File: src/rtl/apb_pkg.sv
// Shared APB definitions: FSM state encoding, PSLVERR bit positions and
// default bus widths. Used by both the APB initiator and the APB slave.
package apb_pkg;

  localparam int unsigned APB_DATA_WD = 32;
  localparam int unsigned APB_ADDR_WD = 16;

  // PSLVERR is {parity_err, addr_err}
  localparam int unsigned PSLVERR_ADDR_BIT   = 0;
  localparam int unsigned PSLVERR_PARITY_BIT = 1;

  typedef enum logic [1:0] {
    APB_IDLE   = 2'b00,
    APB_SETUP  = 2'b01,
    APB_ACCESS = 2'b10
  } apb_state_e;

endpackage

File: src/rtl/apb_master_if.sv
// Application command/response port plus APB bus of the APB initiator.
// The master modport is the initiator's view; slave is the opposite side.
interface apb_master_if
  import apb_pkg::*;
#(
  parameter int unsigned DATA_WD = APB_DATA_WD,
  parameter int unsigned ADDR_WD = APB_ADDR_WD
);

  logic               CMD_VALID;
  logic               CMD_READY;
  logic               CMD_WRITE;
  logic [ADDR_WD-1:0] CMD_ADDR;
  logic [DATA_WD-1:0] CMD_WDATA;
  logic [3:0]         CMD_STRB;

  logic               RSP_VALID;
  logic [DATA_WD-1:0] RSP_RDATA;
  logic [1:0]         RSP_ERR;
  logic               RSP_TMO;

  logic               PSEL;
  logic               PENABLE;
  logic               PWRITE;
  logic [ADDR_WD-1:0] PADDR;
  logic [DATA_WD-1:0] PWDATA;
  logic [3:0]         PSTRB;
  logic               PREADY;
  logic [DATA_WD-1:0] PRDATA;
  logic [1:0]         PSLVERR;

  modport master (
    input  CMD_VALID, CMD_WRITE, CMD_ADDR, CMD_WDATA, CMD_STRB,
    output CMD_READY,
    output RSP_VALID, RSP_RDATA, RSP_ERR, RSP_TMO,
    output PSEL, PENABLE, PWRITE, PADDR, PWDATA, PSTRB,
    input  PREADY, PRDATA, PSLVERR
  );

  modport slave (
    output CMD_VALID, CMD_WRITE, CMD_ADDR, CMD_WDATA, CMD_STRB,
    input  CMD_READY,
    input  RSP_VALID, RSP_RDATA, RSP_ERR, RSP_TMO,
    input  PSEL, PENABLE, PWRITE, PADDR, PWDATA, PSTRB,
    output PREADY, PRDATA, PSLVERR
  );

endinterface

File: src/rtl/apb_master.sv
// APB initiator: turns single-beat application commands into APB
// SETUP/ACCESS transfers, waits on PREADY with an optional wait-state
// timeout, and returns a one-cycle registered response pulse.
module apb_master
  import apb_pkg::*;
#(
  parameter int unsigned DATA_WD = APB_DATA_WD,
  parameter int unsigned ADDR_WD = APB_ADDR_WD,
  parameter int unsigned TMO_WD  = 8
)(
  input  logic              PCLK,
  input  logic              PRESET,
  input  logic [TMO_WD-1:0] TMO_LIMIT,
  apb_master_if.master      bus
);

  apb_state_e         state, state_nxt;
  logic               cmd_hs, done, tmo_hit;
  logic [TMO_WD-1:0]  wait_cnt, cnt_inc;

  logic               psel_q, penable_q, pwrite_q;
  logic [ADDR_WD-1:0] paddr_q;
  logic [DATA_WD-1:0] pwdata_q;
  logic [3:0]         pstrb_q;

  logic               rsp_valid_q, rsp_tmo_q;
  logic [DATA_WD-1:0] rsp_rdata_q;
  logic [1:0]         rsp_err_q;

  assign bus.CMD_READY = (state == APB_IDLE);
  assign bus.PSEL      = psel_q;
  assign bus.PENABLE   = penable_q;
  assign bus.PWRITE    = pwrite_q;
  assign bus.PADDR     = paddr_q;
  assign bus.PWDATA    = pwdata_q;
  assign bus.PSTRB     = pstrb_q;
  assign bus.RSP_VALID = rsp_valid_q;
  assign bus.RSP_RDATA = rsp_rdata_q;
  assign bus.RSP_ERR   = rsp_err_q;
  assign bus.RSP_TMO   = rsp_tmo_q;

  // Next-state and transfer-event decode
  always_comb begin
    state_nxt = state;
    cmd_hs    = 1'b0;
    done      = 1'b0;
    tmo_hit   = 1'b0;
    cnt_inc   = wait_cnt + TMO_WD'(1);
    case (state)
      APB_IDLE: begin
        if (bus.CMD_VALID) begin
          cmd_hs    = 1'b1;
          state_nxt = APB_SETUP;
        end
      end
      APB_SETUP: state_nxt = APB_ACCESS;
      APB_ACCESS: begin
        // PREADY takes priority over a timeout hitting on the same edge
        if (bus.PREADY) begin
          done      = 1'b1;
          state_nxt = APB_IDLE;
        end else if ((TMO_LIMIT != '0) && (cnt_inc == TMO_LIMIT)) begin
          tmo_hit   = 1'b1;
          state_nxt = APB_IDLE;
        end
      end
      default: state_nxt = APB_IDLE;
    endcase
  end

  // FSM state register
  always_ff @(posedge PCLK or posedge PRESET) begin
    if (PRESET) state <= APB_IDLE;
    else        state <= state_nxt;
  end

  // APB output registers; PSEL/PENABLE follow the next state so they are glitch-free
  always_ff @(posedge PCLK or posedge PRESET) begin
    if (PRESET) begin
      psel_q    <= 1'b0;
      penable_q <= 1'b0;
      pwrite_q  <= 1'b0;
      paddr_q   <= '0;
      pwdata_q  <= '0;
      pstrb_q   <= '0;
    end else begin
      psel_q    <= (state_nxt != APB_IDLE);
      penable_q <= (state_nxt == APB_ACCESS);
      if (cmd_hs) begin
        pwrite_q <= bus.CMD_WRITE;
        paddr_q  <= bus.CMD_ADDR;
        pwdata_q <= bus.CMD_WRITE ? bus.CMD_WDATA : '0;
        pstrb_q  <= bus.CMD_WRITE ? bus.CMD_STRB  : '0;
      end
    end
  end

  // Wait-state counter: cleared entering SETUP, counts ACCESS cycles without PREADY
  always_ff @(posedge PCLK or posedge PRESET) begin
    if (PRESET)                                   wait_cnt <= '0;
    else if (cmd_hs)                              wait_cnt <= '0;
    else if (state == APB_ACCESS && !bus.PREADY)  wait_cnt <= cnt_inc;
  end

  // Response pulse; fields hold until the next completion or timeout
  always_ff @(posedge PCLK or posedge PRESET) begin
    if (PRESET) begin
      rsp_valid_q <= 1'b0;
      rsp_rdata_q <= '0;
      rsp_err_q   <= '0;
      rsp_tmo_q   <= 1'b0;
    end else begin
      rsp_valid_q <= done | tmo_hit;
      if (done) begin
        rsp_rdata_q <= pwrite_q ? '0 : bus.PRDATA;
        rsp_err_q   <= {bus.PSLVERR[PSLVERR_PARITY_BIT], bus.PSLVERR[PSLVERR_ADDR_BIT]};
        rsp_tmo_q   <= 1'b0;
      end else if (tmo_hit) begin
        rsp_rdata_q <= '0;
        rsp_err_q   <= 2'b00;
        rsp_tmo_q   <= 1'b1;
      end
    end
  end

endmodule

File: src/flat_wrapper.sv
// flat-port wrapper written by rule: the top's interface ports become plain ports
module apb_master_flat import apb_pkg::*;
#(
  parameter int unsigned DATA_WD = APB_DATA_WD,
  parameter int unsigned ADDR_WD = APB_ADDR_WD,
  parameter int unsigned TMO_WD  = 8
)
  (PCLK, PRESET, TMO_LIMIT, bus_CMD_VALID, bus_CMD_WRITE, bus_CMD_ADDR, bus_CMD_WDATA, bus_CMD_STRB, bus_CMD_READY, bus_RSP_VALID, bus_RSP_RDATA, bus_RSP_ERR, bus_RSP_TMO, bus_PSEL, bus_PENABLE, bus_PWRITE, bus_PADDR, bus_PWDATA, bus_PSTRB, bus_PREADY, bus_PRDATA, bus_PSLVERR);
  apb_master_if #(.DATA_WD(DATA_WD), .ADDR_WD(ADDR_WD)) bus_i ();
  input  logic PCLK;
  input  logic PRESET;
  input  logic [TMO_WD-1:0] TMO_LIMIT;
  input wire logic [$bits(bus_i.CMD_VALID)-1:0] bus_CMD_VALID;
  input wire logic [$bits(bus_i.CMD_WRITE)-1:0] bus_CMD_WRITE;
  input wire logic [$bits(bus_i.CMD_ADDR)-1:0] bus_CMD_ADDR;
  input wire logic [$bits(bus_i.CMD_WDATA)-1:0] bus_CMD_WDATA;
  input wire logic [$bits(bus_i.CMD_STRB)-1:0] bus_CMD_STRB;
  output wire logic [$bits(bus_i.CMD_READY)-1:0] bus_CMD_READY;
  output wire logic [$bits(bus_i.RSP_VALID)-1:0] bus_RSP_VALID;
  output wire logic [$bits(bus_i.RSP_RDATA)-1:0] bus_RSP_RDATA;
  output wire logic [$bits(bus_i.RSP_ERR)-1:0] bus_RSP_ERR;
  output wire logic [$bits(bus_i.RSP_TMO)-1:0] bus_RSP_TMO;
  output wire logic [$bits(bus_i.PSEL)-1:0] bus_PSEL;
  output wire logic [$bits(bus_i.PENABLE)-1:0] bus_PENABLE;
  output wire logic [$bits(bus_i.PWRITE)-1:0] bus_PWRITE;
  output wire logic [$bits(bus_i.PADDR)-1:0] bus_PADDR;
  output wire logic [$bits(bus_i.PWDATA)-1:0] bus_PWDATA;
  output wire logic [$bits(bus_i.PSTRB)-1:0] bus_PSTRB;
  input wire logic [$bits(bus_i.PREADY)-1:0] bus_PREADY;
  input wire logic [$bits(bus_i.PRDATA)-1:0] bus_PRDATA;
  input wire logic [$bits(bus_i.PSLVERR)-1:0] bus_PSLVERR;
  assign bus_i.CMD_VALID = bus_CMD_VALID;
  assign bus_i.CMD_WRITE = bus_CMD_WRITE;
  assign bus_i.CMD_ADDR = bus_CMD_ADDR;
  assign bus_i.CMD_WDATA = bus_CMD_WDATA;
  assign bus_i.CMD_STRB = bus_CMD_STRB;
  assign bus_CMD_READY = bus_i.CMD_READY;
  assign bus_RSP_VALID = bus_i.RSP_VALID;
  assign bus_RSP_RDATA = bus_i.RSP_RDATA;
  assign bus_RSP_ERR = bus_i.RSP_ERR;
  assign bus_RSP_TMO = bus_i.RSP_TMO;
  assign bus_PSEL = bus_i.PSEL;
  assign bus_PENABLE = bus_i.PENABLE;
  assign bus_PWRITE = bus_i.PWRITE;
  assign bus_PADDR = bus_i.PADDR;
  assign bus_PWDATA = bus_i.PWDATA;
  assign bus_PSTRB = bus_i.PSTRB;
  assign bus_i.PREADY = bus_PREADY;
  assign bus_i.PRDATA = bus_PRDATA;
  assign bus_i.PSLVERR = bus_PSLVERR;
  apb_master #(.DATA_WD(DATA_WD), .ADDR_WD(ADDR_WD), .TMO_WD(TMO_WD)) u_core (.PCLK(PCLK), .PRESET(PRESET), .TMO_LIMIT(TMO_LIMIT), .bus(bus_i));
endmodule
File: config.mk
export PLATFORM = sky130hd
export DESIGN_NAME = apb_master_flat
export DESIGN_NICKNAME = d
export VERILOG_FILES = /design/src/rtl/apb_pkg.sv /design/src/rtl/apb_master_if.sv /design/src/rtl/apb_master.sv /design/src/flat_wrapper.sv
export SDC_FILE = /design/constraint.sdc
export NUM_CORES = 1
export LEC_CHECK = 0
export ABC_CLOCK_PERIOD_IN_PS = 3800
export CORE_MARGIN = 2
export CORE_UTILIZATION = 35
export DETAILED_ROUTE_END_ITERATION = 10
export GPL_TIMING_DRIVEN = 0
export PLACE_DENSITY_LB_ADDON = 0.25
export SLEW_MARGIN = 25
export SYNTH_ARGS = -nofsm -noshare
export SYNTH_HDL_FRONTEND = slang
export SYNTH_SLANG_ARGS = --single-unit
File: constraint.sdc
create_clock -name PCLK -period 3.8 [get_ports PCLK]
set_input_delay 0.57 -clock PCLK [delete_from_list [all_inputs] [get_ports PCLK]]
set_output_delay 0.57 -clock PCLK [all_outputs]
set_load 0.03 [all_outputs]
==> results of run 1 <==
## cell usage in the layout, fill, tap and decap left out, types with 6 or more instances in the layout
master,Yosys,layout
o21ai_1,6,6
nand2_1,130,130
o21ai_0,36,36
nand3_1,39,39
nand2b_1,36,36
buf_1,7,7
nor2_1,10,10
dfrtp_1,101,101
clkdlybuf4s50_1,0,189
clkbuf_16,0,9
a22oi_1,34,34
clkbuf_1,19,21
## state kept, by name (all words and copies together) (netlist names)
signal / cells
u_core.bus.PENABLE: 1
u_core.bus.RSP_TMO: 1
u_core.bus.PSTRB: 4
u_core.state: 2
u_core.wait_cnt: 8
u_core.bus.PWRITE: 1
u_core.bus.RSP_VALID: 1
u_core.bus.PSEL: 1
u_core.bus.RSP_RDATA: 32
u_core.bus.RSP_ERR: 2
u_core.bus.PADDR: 16
u_core.bus.PWDATA: 32
## cell usage after synthesis (all sizes together), types with 4 or more instances
cell,count
inv,5
clkbuf,21
o21ai,42
xor2,5
buf,12
nand3,39
xnor2,5
nand2b,36
nor2,10
nand2,130
o22ai,4
a21oi,6
dfrtp,101
a22oi,34
## worst min path at each step
stage | start | endpoint | slack, ns | depth (start not counted)
5_1_grt | u_core.bus.PWDATA[16] | u_core.bus.PWDATA[16] | 0.50 | 2
3_5_place_dp | u_core.bus.PWDATA[11] | u_core.bus.PWDATA[11] | 0.46 | 2
3_3_place_gp | u_core.bus.PWDATA[2] | u_core.bus.PWDATA[2] | 0.45 | 2
6_report | u_core.bus.PWDATA[16] | u_core.bus.PWDATA[16] | 0.47 | 2
4_1_cts | u_core.bus.PWDATA[16] | u_core.bus.PWDATA[16] | 0.47 | 2
2_1_floorplan | u_core.wait_cnt[7] | u_core.wait_cnt[7] | 0.47 | 1
## layout make-up
cell class / instances / area [um2]
fill: 1191 / 5620
sequential: 101 / 2530
timing repair buffer: 190 / 1920
multi-input combinational: 335 / 1760
clock buffer: 12 / 246
tap: 172 / 215
buffer: 33 / 158
clock inverter: 4 / 47.5
inverter: 5 / 23.8
## routing by layer
layer	up-vias	routed length, um	global-route usage (%)
met3	12	1310	9.32
met4	0	143	4.94
met1	1978	5180	22.4
li1	1999	-	-
met2	142	6090	31.2
met5	-	0	0
## logic make-up (layout without fill, tap and decap cells)
group,count (synthesis),after routing,synth area share (%)
adder cells (fa/ha/maj),1,1,0.280
XOR/XNOR,10,10,1.96
buffers and inverters,38,244,3.95
AO/OA/AOI/OAI,94,94,13.3
multiplexers,1,1,0.224
AND/OR/NAND/NOR,229,229,23.6
flip-flops,101,101,56.6
## power by group through the flow
stage / clock network [uW] / registers, uW / logic (uW)
after floorplan: 0 / 2550 / 702
after global placement: 0 / 1760 / 2620
after detailed placement: 0 / 1780 / 2660
after CTS: 947 / 1770 / 2670
after global routing: 989 / 1830 / 2850
final: 918 / 1770 / 2630
## through the flow
| step | cell area [um2] | util, % |
|---|---|---|
| finish | 6900 | 55.1 |
| global route | 6900 | 55.1 |
| CTS | 6900 | 55.1 |
| detailed placement | 6600 | 52.7 |
| global placement | 6570 | 52.5 |
| floorplan | 4460 | - |
## worst min-delay path: cells and delay by family, from the launching register on
family	cells	cell delay (ns)
DFF	1	0.35
and+or+nand+nor	2	0.10
==> metrics.txt, run 1 <==
Yosys Warn Count=0; Final ANT Viol Nets=0; first-pass GRT wire length=roughly 20000 um; Crit path required time=about 4.0 ns; GRT Residual Overflow=0; measured slew at the worst slew-check pin=approximately 0.5 ns; leading area contributor after synthesis=dfrtp_1; DR vias=4131; share of synthesized registers carrying an async set or reset=100%; CP Max Fanout=10; top cell type's share of synthesized area=approximately 57%; gp weighted congestion=a little over 0.8; worst reg2reg path startpoint=u_core.wait_cnt[0]; placed insts=between 800 and 900; largest net degree at the start of global routing=52; # nets final=between 700 and 800; Setup Skew=about 0.0057 ns; full die area=13700 um2; First-pass DRT Iterations=4; CP Capture Point=u_core.state[1]; Worst R2R End=u_core.state[1]; DR iter-0 viols=279; Antenna Cells=0; Final Setup Violations=0; total power=5320 uW; layout cells sized above 1=4.12%; CTS tree=done; WHS=~0.47 ns; Netlist cell types=38; DIE WIDTH=around 120 um; CP Class=reg -> reg; GRT Overall Usage=about a fifth; Max clock buf depth=2; max-slew violations=0; minimum clock period=around 2.4 ns; row count=just over 40; cell leakage power=0.00305 uW; Setup TNS Final=0 ns; Resized Gates After CTS=0; Finished Layout Cells=approximately 850; synth-to-layout area growth=54.5%; clock transition at the registers of the reported paths=0.07 ns; FF-to-FF path depth=9; HP Class=reg -> reg; CP arrival=approximately 2.6 ns; Top delay family on crit path=simple AND/OR/NAND/NOR gates; post-synth net total=approximately 570; Flop pwr share=about a third; top_reg_cell synth=dfrtp_1; final worst path period share=~62%; slowest stage cell on the critical path=dfrtp_1; Worst setup startpoint=u_core.wait_cnt[0]; Yosys reg bits=101; Initial Utilization=35.7%; WP depth=9; peak supply drop=roughly 0.0005 V; cts hold-fix bufs=0; CTS HTree Levels=3; antenna violations before repair=0; Num Clock Sinks=101; WL/cell=~15 um; PwrDens=just under 800 nW/um2; PnR worst setup slack=1.45 ns; # DRC=0; WL final=approximately 13000 um; WP buf/inv=3; Cell Chain, Critical Path=ha_1, and3_1, buf_6, xnor2_1, mux2i_1, nor4_4, buf_6, buf_6, o22ai_1; register area share after synthesis=56.6%; maxcap violations=0; Hold Vio Cnt, Final=0; number of setup buffers added after CTS=0; FMAX=0.425 GHz; worst slack at placement=between 1 and 1.5 ns; Clock Latency Late Sink=about 0.34 ns; R2R setup slack=approximately 1.4 ns; Area contributors post-synth=dfrtp_1, nand2_1, a22oi_1; clock share of power=between 15 and 20%; number of port buffers=189; Avg Cell Area, Syn=roughly 9.4 um2; status=finished clean; vias per cell=roughly 4.8; number of global-route vias before repair=4053; CP Launch Type=flop; CP dominant cell by count=buf_6; Post-synth EDFFs=0; RSZ-0062 raised after global routing=no; fraction of power spent switching nets=about two fifths; Core Region=between 10000 and 15000 um2; Root Driver=clkbuf_16; io pins=about 190; synthesized area=4460 um2; Switching Power=2210 uW; Post-Synthesis Cells=about 470; number of clock buffers inserted by TritonCTS=9; internal power=between 3000 and 4000 uW; Comb pwr share=a little under 50%; Slowest Stage Delay on Critical Path=0.44 ns; DIE HEIGHT=~120 um; Setup crit end kind=flop; slew margin rel.=between 60% and 70%; post-detail-place hpwl=9430 um
Power figures use the tool's default switching activity.
==> run 2: changes to the inputs <==
ABC_CLOCK_PERIOD_IN_PS = 2200   (was 3800)
clock period = 2.2 ns   (was 3.8 ns; I/O delays follow)
==> run 2 against run 1 <==
Final area up 1.2%; sequential share of layout area shrank 0.41 points; cell count up 0.82%; clock-buffer cell count increased by 1; first-iteration DRC count is 41% lower; register-to-register slack got worse by 1.3 ns; non-clock buffer count rose by 8; hold slack worse by 0.12 ns; largest power group unchanged; critical path depth increased by 1; sequential cell count stayed put; utilization increased by 0.65 points.
==> metrics.txt, run 2 (synthesis gave the netlist of run 1 again) <==
CTS tree=done; slew margin rel.=~63%; Num Clock Sinks=~100; post-detail-place hpwl=between 9000 and 10000 um; io pins=between 150 and 200; number of port buffers=between 150 and 200; minimum clock period=2.05 ns; DR vias=around 4100; # nets final=just under 800; CP arrival=between 2 and 2.5 ns; Comb pwr share=roughly half; measured slew at the worst slew-check pin=0.551 ns; number of clock buffers inserted by TritonCTS=9; CP Max Fanout=10; cell leakage power=0.00308 uW; RSZ-0062 raised after global routing=yes; CP Launch Type=flop; antenna violations before repair=0; HP Class=in -> async; internal power=approximately 5300 uW; synth-to-layout area growth=56.3%; Worst R2R End=u_core.bus.PSEL; PwrDens=~1300 nW/um2; Root Driver=clkbuf_16; fraction of power spent switching nets=42.0%; gp weighted congestion=about 0.8; DIE WIDTH=between 100 and 150 um; most common cell after layout, fill and taps aside=clkdlybuf4s50_1; Top delay family on crit path=buffers and inverters; worst slack at placement=-0.151 ns; Slowest Stage Delay on Critical Path=0.45 ns; WL final=roughly 13000 um; DIE HEIGHT=between 100 and 150 um; WP depth=10; Final ANT Viol Nets=0; largest net degree at the start of global routing=31; maxcap violations=0; GRT Residual Overflow=0; vias per cell=roughly 4.8; Crit path required time=2.41 ns; FMAX=0.487 GHz; R2R setup slack=about 0.15 ns; Flop pwr share=between 30% and 40%; Final Setup Violations=0; Hold Vio Cnt, Final=0; status=finished clean; FF-to-FF path depth=10; DR iter-0 viols=roughly 160; Switching Power=about 3800 uW; Setup crit end kind=flop; WHS=~0.35 ns; # DRC=0; WP buf/inv=4; Core Region=~13000 um2; WL/cell=14.9 um; worst reg2reg path startpoint=u_core.wait_cnt[1]; peak supply drop=~0.00068 V; clock share of power=roughly 16%; CP dominant cell by count=buf_8; clock transition at the registers of the reported paths=~0.060 ns; CTS HTree Levels=3; Setup Skew=0.00392 ns; slowest stage cell on the critical path=dfrtp_2; PnR worst setup slack=roughly 0.15 ns; GRT Overall Usage=between 10% and 20%; max-slew violations=0; Max clock buf depth=2; layout cells sized above 1=5.82%; Initial Utilization=a little over a third; First-pass DRT Iterations=4; most frequent cells in the layout=clkdlybuf4s50_1, nand2_1, dfrtp_1, nand3_1; row count=just over 40; Cell Chain, Critical Path=ha_4, and3_1, buf_6, a21oi_2, o22ai_2, nor4_4, buf_4, buf_8, buf_8, o22ai_1; final worst path period share=between 90 and 100%; Antenna Cells=0; Clock Latency Late Sink=roughly 0.34 ns; number of global-route vias before repair=~4200; CP Class=reg -> reg; first-pass GRT wire length=about 21000 um; full die area=about 14000 um2
run 2: cell types whose count changed in the layout (fill, tap and decap cells not counted), moves of 2 or more:
cell and delta:
buf_12 +3, buf_6 -2, buf_4 +6, buf_8 +2
run 2: how the worst max path moves through the flow:
stage / startpoint / to / slack (ns)
after global placement: PRESET / u_core.bus.PADDR[4] / -0.39
after global routing: bus_PREADY / u_core.bus.RSP_RDATA[13] / -0.02
final: u_core.wait_cnt[1] / u_core.bus.PSEL / 0.15
after CTS: u_core.wait_cnt[1] / u_core.bus.PSEL / 0.04
after floorplan: u_core.wait_cnt[0] / u_core.bus.PSEL / 0.23
after detailed placement: bus_PREADY / u_core.bus.RSP_RDATA[26] / -0.15
run 2: layout make-up:
cell class | instances | area, um2
flip-flops and latches | 101 | 2530
multi-input cells | 335 | 1780
plain buffers | 33 | 170
fillers | 1177 | 5540
clock inverters | 2 | 10.0
well taps | 172 | 215
clock buffers | 13 | 250
repair buffers | 198 | 2000
inverters | 5 | 22.5
run 2: per-stage QoR:
stage,std cells,power [uW],utilization [%],instance area (um2),setup TNS (ns)
after floorplan,474,5610,-,4470,0
after CTS,855,9170,55.3,6920,0
after detailed placement,838,7670,53.0,6630,-3.91
final,859,9110,55.7,6980,0
after global placement,835,7570,52.5,6570,-41.97
after global routing,859,9720,55.7,6980,-0.0380
run 2: power groups by stage:
stage	Combinational (uW)	Clock, uW	Sequential (uW)
after floorplan	1210	0	4400
after global placement	4520	0	3040
after detailed placement	4590	0	3080
after CTS	4630	1490	3050
after global routing	4990	1580	3150
final	4600	1450	3060
run 2: what timing repair did:
action | in CTS | in global routing
pin swaps | 1 | 3
buffers inserted | 2 | 4
gates resized for setup | 2 | 12
setup endpoints to repair | 31 | 34
hold buffers | 0 | 0
run 2: routing by layer:
metal / part of all wire (%) / vias up / GRT usage (%)
li1: - / 2013 / -
met1: 43 / 1954 / 24.5
met2: 47 / 150 / 32.3
met3: 8.6 / 17 / 6.08
met4: 1.8 / 0 / 6.67
met5: 0 / - / 0
==> run 3: changes to the inputs <==
ABC_AREA = 1   (was default)
CORE_MARGIN = 4   (was 2)
==> run 3 against run 2 <==
Cell count increased by 0.12%; non-clock buffer count decreased by 10; largest cell class unchanged; largest power group unchanged; critical path depth increased by 3; clock power increased by 9.7%; global-route usage decreased by 1.5 points; final area decreased by 3.3%; synthesized cell count increased by 5.5%; critical path type unchanged; sequential share of layout area increased by 1.2 points.
==> metrics.txt, run 3 <==
status=finished clean; final core occ=~56%; Final ANT Viol Nets=0; main combinational cell family by area after synthesis=simple AND/OR/NAND/NOR gates; DR vias=4047; worst slack at placement=0.0325 ns; most common cell after layout, fill and taps aside=nand2_1; number of port buffers=189; gp weighted congestion=0.809; CTS HTree Levels=3; HP Class=in -> async; GRT Residual Overflow=0; minimum clock period=2.00 ns; FF-to-FF path depth=13; full die area=about 14000 um2; WP buf/inv=2; synth cell count leaders=nand2_1, dfrtp_1, o21ai_0, nand3_1, inv_1; top_reg_cell synth=dfrtp_1; Crit path required time=about 2.4 ns; worst reg2reg path startpoint=u_core.wait_cnt[1]; Synth Area in Simple Gates=a little under a third; cts hold-fix bufs=0; top-count cell post-synth=nand2_1; placed insts=between 800 and 900; measured slew at the worst slew-check pin=slightly below 0.6 ns; Worst R2R End=u_core.bus.RSP_RDATA[29]; maxcap violations=0; leading area contributor after synthesis=dfrtp_1; First-pass DRT Iterations=5; DIE HEIGHT=about 120 um; cell leakage power=about 0.0032 uW; # DRC=0; CTS tree=done; Max clock buf depth=2; row count=40; synth-to-layout area growth=58.0%; Synth Area in Adders=less than 1%; Finished Layout Cells=860; final worst path period share=91.1%; Post-Synthesis Cells=500; Final Setup Violations=0; Cell Chain, Critical Path=ha_2, inv_1, nand2_1, nand2_1, nor2_1, nand3_1, nor2_1, nand3_1, nor2_2, nand3_4, buf_6, nand3_1, nand2_1; share of synthesized registers carrying an async set or reset=100%; antenna violations before repair=0; Post-synth EDFFs=0; post-detail-place hpwl=around 9600 um; DIE WIDTH=118 um; io pins=between 150 and 200; CP Max Fanout=10; Yosys reg bits=101; number of global-route vias before repair=~4100; DR iter-0 viols=218; Top delay family on crit path=simple AND/OR/NAND/NOR gates; Clock Latency Late Sink=roughly 0.34 ns; Avg Cell Area, Syn=8.54 um2; RSZ-0062 raised after global routing=no; PnR worst setup slack=a little under 0.2 ns; Antenna Cells=0; clock transition at the registers of the reported paths=~0.070 ns; Setup Skew=0.0134 ns; R2R setup slack=around 0.20 ns; register area share after synthesis=roughly three fifths; synthesized area=~4300 um2; CP arrival=approximately 2.2 ns; GRT Overall Usage=a little under a fifth; largest net degree at the start of global routing=30; CP Class=reg -> reg; # nets final=approximately 810; Yosys Warn Count=0; first-pass GRT wire length=between 20000 and 25000 um; Netlist cell types=23; vias per cell=roughly 4.7; Slowest Stage Delay on Critical Path=0.43 ns; WHS=0.355 ns; Setup crit end kind=flop; Hold Vio Cnt, Final=0; post-synthesis xor/xnor area fraction=0%; top cell type's share of synthesized area=between 50 and 60%; post-synth net total=600; PwrDens=1330 nW/um2; fill count=~1100; WL/cell=about 14 um; WL final=about 12000 um; layout cells sized above 1=6.45%; slowest stage cell on the critical path=dfrtp_1; Root Driver=clkbuf_16; number of clock buffers inserted by TritonCTS=9; most frequent cells in the layout=nand2_1, clkdlybuf4s50_1, dfrtp_1, o21ai_0, nand3_1; FMAX=0.499 GHz; Num Clock Sinks=about 100; Area contributors post-synth=dfrtp_1, nand2_1, o21ai_0; max-slew violations=0; multiplexer share of the synthesized area=0%; slew margin rel.=roughly three fifths; Initial Utilization=between 30 and 40%; Core Region=between 10000 and 15000 um2; Synth Area in Compound Gates=5.51%; peak supply drop=just under 0.0007 V; CP Launch Type=flop
[run 3: cell types whose count changed after synthesis, sizes merged, moves of 5 or more]
cell	delta
nor2	+7
nand2	+107
a21oi	-6
buf	-5
a22oi	-34
nand3	+7
inv	+16
xnor2	-5
nand2b	-36
xor2	-5
[run 3: cell type report]
type	instances	area, um2	area share [%]
buffer	24	115	1.71
clock inverter	4	47.5	0.705
sequential	101	2530	37.5
clock buffer	12	246	3.65
multi-input combinational	353	1550	23.0
timing repair buffer	197	1990	29.5
inverter	22	86.3	1.28
tap	147	184	2.73
[run 3: stage by stage]
step                area [um2]  TNS (ns)  total power, uW
global placement          6350    -40.64             7360
finish                    6750         0             9000
floorplan                 4280         0             5390
detailed placement        6410         0             7450
CTS                       6710         0             9070
global route              6750         0             9530
[run 3: where the power goes]
part / internal, uW / switching, uW
Clock: 911 / 676
Combinational: 1770 / 2630
Sequential: 2590 / 428
[run 3: repair_timing]
item,4_1_cts,5_1_grt
setup buffers,0,5
resized for setup,0,2
setup endpoints to repair,0,28
[run 3: worst max-delay path by stage]
stage                        from                  endpoint  slack (ns)  depth (start not counted)
2_1_floorplan  u_core.wait_cnt[0]  u_core.bus.RSP_RDATA[10]        0.43                         13
3_3_place_gp               PRESET       u_core.bus.PADDR[0]       -0.41                          2
3_5_place_dp         TMO_LIMIT[0]  u_core.bus.RSP_RDATA[20]        0.03                         13
4_1_cts        u_core.wait_cnt[0]  u_core.bus.RSP_RDATA[29]        0.14                         13
5_1_grt        u_core.wait_cnt[1]  u_core.bus.RSP_RDATA[22]       0.002                         13
6_report       u_core.wait_cnt[1]  u_core.bus.RSP_RDATA[29]        0.20                         13
[run 3: cell families after synthesis]
| kind of cell | count (synthesis) |
|---|---|
| compound gates | 45 |
| fa+ha+maj | 1 |
| buf+inv | 46 |
| flops | 101 |
| simple gates | 307 |
[run 3: routing by layer]
layer | vias to the layer above | track usage [%] | wire length (um)
met2 | 119 | 30.8 | 6250
li1 | 1995 | - | -
met4 | 0 | 6.66 | 248
met1 | 1914 | 21.9 | 5120
met5 | - | 0 | 0
met3 | 19 | 5.07 | 789
